[src/rtl/cdclib_graytobin_inc2_sync.sv]
// Receive-side sync + decode for inc-by-2 Gray pointers; registers value and advance delta.
// Optional legality check enabled by defining CDCLIB_GRAY_INC2_CHECK_EN.
module cdclib_graytobin_inc2_sync #(
    parameter int WIDTH     = 4,
    parameter int NUM_SYNC  = 2,
    parameter int MAX_DELTA = 2
) (
    input  logic             clk,
    input  logic             rst,
    input  logic [WIDTH-1:0] gray_in,
    input  logic             err_clr,
    output logic [WIDTH-1:0] bin_out,
    output logic [WIDTH-1:0] delta_out,
    output logic             bin_inc,
    output logic             gray_err
);

    logic [WIDTH-1:0] sync [NUM_SYNC];
    logic [WIDTH-1:0] s;
    logic [WIDTH-1:0] b;
    logic [WIDTH-1:0] delta;

    always_ff @(posedge clk or posedge rst) begin
        if (rst) begin
            for (int k = 0; k < NUM_SYNC; k++) sync[k] <= '0;
        end else begin
            sync[0] <= gray_in;
            for (int k = 1; k < NUM_SYNC; k++) sync[k] <= sync[k-1];
        end
    end

    assign s = sync[NUM_SYNC-1];

    // Prefix-XOR from the MSB; bit 0 is the constant-zero LSB of the count.
    always_comb begin
        b = '0;
        b[WIDTH-1] = s[WIDTH-1];
        for (int i = WIDTH - 2; i >= 1; i--) b[i] = b[i+1] ^ s[i];
    end

    assign delta = b - bin_out;

    always_ff @(posedge clk or posedge rst) begin
        if (rst) begin
            bin_out   <= '0;
            delta_out <= '0;
            bin_inc   <= 1'b0;
        end else begin
            bin_out   <= b;
            delta_out <= delta;
            bin_inc   <= (b != bin_out);
        end
    end

`ifdef CDCLIB_GRAY_INC2_CHECK_EN
    localparam logic [WIDTH-1:0] MAXD = WIDTH'(MAX_DELTA);

    logic err_set;

    assign err_set = s[0] | (delta > MAXD);

    // A fresh error outranks a clear arriving on the same edge.
    always_ff @(posedge clk or posedge rst) begin
        if (rst) begin
            gray_err <= 1'b0;
        end else if (err_set) begin
            gray_err <= 1'b1;
        end else if (err_clr) begin
            gray_err <= 1'b0;
        end
    end
`else
    logic unused_chk;

    assign unused_chk = ^{err_clr, s[0], MAX_DELTA[0]};
    assign gray_err   = 1'b0;
`endif

endmodule

[config.mk]
export PLATFORM = sky130hd
export DESIGN_NAME = cdclib_graytobin_inc2_sync
export DESIGN_NICKNAME = d
export VERILOG_FILES = /design/src/rtl/cdclib_graytobin_inc2_sync.sv
export SDC_FILE = /design/constraint.sdc
export NUM_CORES = 1
export LEC_CHECK = 0
export BUFFER_PORTS_ARGS = -buffer_cell sky130_fd_sc_hd__buf_2
export CELL_PAD_IN_SITES_DETAIL_PLACEMENT = 0
export CELL_PAD_IN_SITES_GLOBAL_PLACEMENT = 1
export CORE_MARGIN = 2
export CORE_UTILIZATION = 32
export CTS_CLUSTER_DIAMETER = 200
export CTS_CLUSTER_SIZE = 25
export DETAILED_ROUTE_END_ITERATION = 7
export PLACE_DENSITY = 0.7
export REMOVE_ABC_BUFFERS = 1
export SLEW_MARGIN = 20
export SYNTH_ARGS = -nofsm -noshare
export SYNTH_HDL_FRONTEND = slang
export SYNTH_SLANG_ARGS = --single-unit
[constraint.sdc]
create_clock -name clk -period 2.45 [get_ports clk]
set_input_delay 0.49 -clock clk [delete_from_list [all_inputs] [get_ports clk]]
set_output_delay 0.49 -clock clk [all_outputs]
set_load 0.02 [all_outputs]
==> key figures <==
Logic synthesis
  • Post-Syn Instances: 33
  • Top cell type's share of synthesized area: 65.49%
  • Count leader, synth: dfrtp_1
  • Post-Syn Area per Cell: 15.05 sq um
  • Synth cell count leaders: 13 x dfrtp_1, 3 x buf_4, 3 x inv_1, 3 x nand2_1, 3 x xnor2_1
  • EDFF count, synth: 0
  • Seq cells post-synth: 13
  • Synth area leaders: dfrtp_1 65%, xnor2_1 5.3%, buf_4 4.5%
  • Sequential share of the synthesized area: 65.49%
  • Distinct cell type count after synthesis: 13
  • Cell Area, Synth: 496.7 sq um
  • Synth warn: 0
  • Prevailing post-synth register cell: dfrtp_1
  • Post-synth top area cell: dfrtp_1
  • Synth async-reset ratio: 100.0%

Critical path
  • Crit path max fanout: 5
  • Arr. time, crit path: 1.82 ns
  • RR Startpoint: s[3]
  • Reg2reg end: delta_out[3]
  • Crit-path max cell delay: 0.45 ns
  • Most frequent CP cell: xnor2_1
  • Reg2reg path depth: 5
  • Endpoint type of the worst setup path: flip-flop
  • R2r setup slk: 0.79 ns
  • Critical path type: flip-flop to flip-flop
  • Critical Path RT: 2.61 ns
  • Startpoint class of the critical path: flip-flop
  • Crit path max-delay cell type: dfrtp_1
  • Cell breakdown of the critical path: xor2_2 > xnor2_1 > nand2_1 > fa_1 > xnor2_1

Final layout
  • Area grow syn2layout: 17.38%
  • Antenna Cells: 0
  • # fillers: 151
  • Final nets: 57
  • Share of cells above drive strength 1: 34.04%

Clock tree
  • Clock root buffer: clkbuf_4
  • Clock sink count: 13
  • CTS-repair resized insts: 0
  • Clk slew on worst S/H paths: 0.07 ns
  • CTS tree: yes
  • CTS Buf Count: 3
  • Worst-Skew Late Latency: 0.27 ns
  • H-tree Lvls: 1
  • Hold_buf cts: 0
  • Post-CTS Setup Bufs: 0
  • Clk buf depth: 2

Die
  • Die area: 0.001884 sq mm
  • Ports: 17
  • Std-Cell Rows: 14
  • Initial Util: 33.36%
  • Die W: 43.40 um
  • Die height: 43.40 um
  • Core Area: 0.001489 sq mm

Global routing
  • Total Routing Usage GR: 7.902%
  • Number of global-route vias before repair: 246
  • First-pass GRT wire length: 931 um
  • GRT overflow: 0
  • Largest net degree at the start of global routing: 14
  • Initial antenna violation count: 0

STA
  • Endpoints failing setup: 0
  • RSZ-0062 raised after global routing: false
  • Final min period: 1.663 ns
  • Setup_tns: 0 ns
  • Worst setup margin: 0.7865 ns
  • Slew Limit Fails: 0
  • Fmax: 0.6012 GHz
  • Hold Vio Cnt, Final: 0
  • Tcrit/Tclk final: 67.90%
  • Clk_skew: 0.001119 ns

Detailed routing
  • Via count: 252
  • Via-to-Cell Ratio: 4.000
  • 1st-iter DRT viols: 0
  • Remaining DRCs: 0
  • DRT Pass-1 Iters: 1
  • Wirelength, routed: 543 um
  • Detail Route Antenna Nets: 0
  • WL per Instance: 8.619 um

Outcome
  • Status: completed

Power
  • Max VDD drop: 0.3445 mV
  • Power Dens Cells: 828.6 mW/mm^2
  • Leakage: 0.2922 nW

Placed design
  • Placer Congestion: 0.6411
  • Setup WS pre-CTS: 0.7675 ns
  • PortBufs: 11

Flow run
  • Max cap viols: 0

Min path
  • Worst hold path class: primary input to asynchronous set/reset pin
-- cells by family (layout without fill, tap and decap cells) --
group | after synthesis | after routing | synth area share [%]
adders and majority gates | 2 | 2 | 6.549
DFF | 13 | 13 | 65.49
buffers and inverters | 6 | 18 | 6.801
other | 1 | 3 | 0.7549
muxes | 1 | 1 | 2.015
xor gates and xnor gates | 6 | 6 | 14.86
and+or+nand+nor | 4 | 4 | 3.527
-- state kept, by name, indices dropped and copies added, names as in the netlist --
signal / flops
delta_out: 3
s: 3
bin_out: 3
sync: 3
bin_inc: 1
-- power breakdown --
part | switching [mW] | internal, mW | total (mW) | leakage [nW]
combinational | 0.0623 | 0.0427 | 0.105 | 0.128
sequential | 0.0117 | 0.242 | 0.253 | 0.149
clock | 0.0616 | 0.0631 | 0.125 | 0.0150
-- worst max-delay path: cells and delay by family, from the launching register on --
kind	cells	cell delay, ns
xor gates and xnor gates	3	0.60
and+or+nand+nor	1	0.11
adders and majority gates	1	0.38
DFF	1	0.45
-- final cells by class --
cell class,count,area [sq um],area share [%]
multi-input cells,16,145.1,24.89
inverters,3,11.26,1.931
flip-flops and latches,13,325.3,55.79
repair buffers,11,55.05,9.442
clock buffers,4,26.28,4.506
well taps,16,20.02,3.433
-- routing by layer --
layer	GRT usage, %	vias up	routed length, um
li1	-	120	-
met1	6.593	112	195
met2	11.64	15	247
met3	7.500	5	75
met4	5.455	0	24
met5	0	-	0
-- how the worst max path moves through the flow --
stage                         to  from  cells after the start  slack [ns]
finish              delta_out[3]  s[3]                      5        0.79
global route        delta_out[3]  s[3]                      5        0.65
CTS                 delta_out[3]  s[3]                      5        0.75
detailed placement  delta_out[3]  s[3]                      5        0.77
global placement    delta_out[3]  s[3]                      5        0.78
floorplan           delta_out[3]  s[3]                      5        0.87
-- stage by stage --
step	cells	area (sq um)	hold slack (ns)	power (mW)	utilization, %
2_1_floorplan	32	481.7	0.3312	0.3334	-
3_3_place_gp	59	556.8	0.3322	0.3629	37.40
3_5_place_dp	59	556.8	0.3373	0.3654	37.40
4_1_cts	63	583.1	0.2305	0.4952	39.16
5_1_grt	63	583.1	0.2591	0.5186	39.16
6_report	63	583.1	0.2173	0.4831	39.16
-- cells in the final DEF, fill, tap and decap left out --
| cell type | synthesis | routed |
|---|---|---|
| dfrtp_1 | 13 | 13 |
| buf_2 | 0 | 11 |
| xnor2_1 | 3 | 3 |
| nand2_1 | 3 | 3 |
| inv_1 | 3 | 3 |
| conb_1 | 1 | 3 |
| clkbuf_4 | 0 | 3 |
| xor2_2 | 1 | 1 |
| xor2_1 | 1 | 1 |
| or2_2 | 1 | 1 |
| xnor3_1 | 1 | 1 |
| mux2i_1 | 1 | 1 |
| fa_1 | 1 | 1 |
| ha_1 | 1 | 1 |
| clkbuf_1 | 0 | 1 |
No activity file was read; power rests on OpenSTA's default activity.
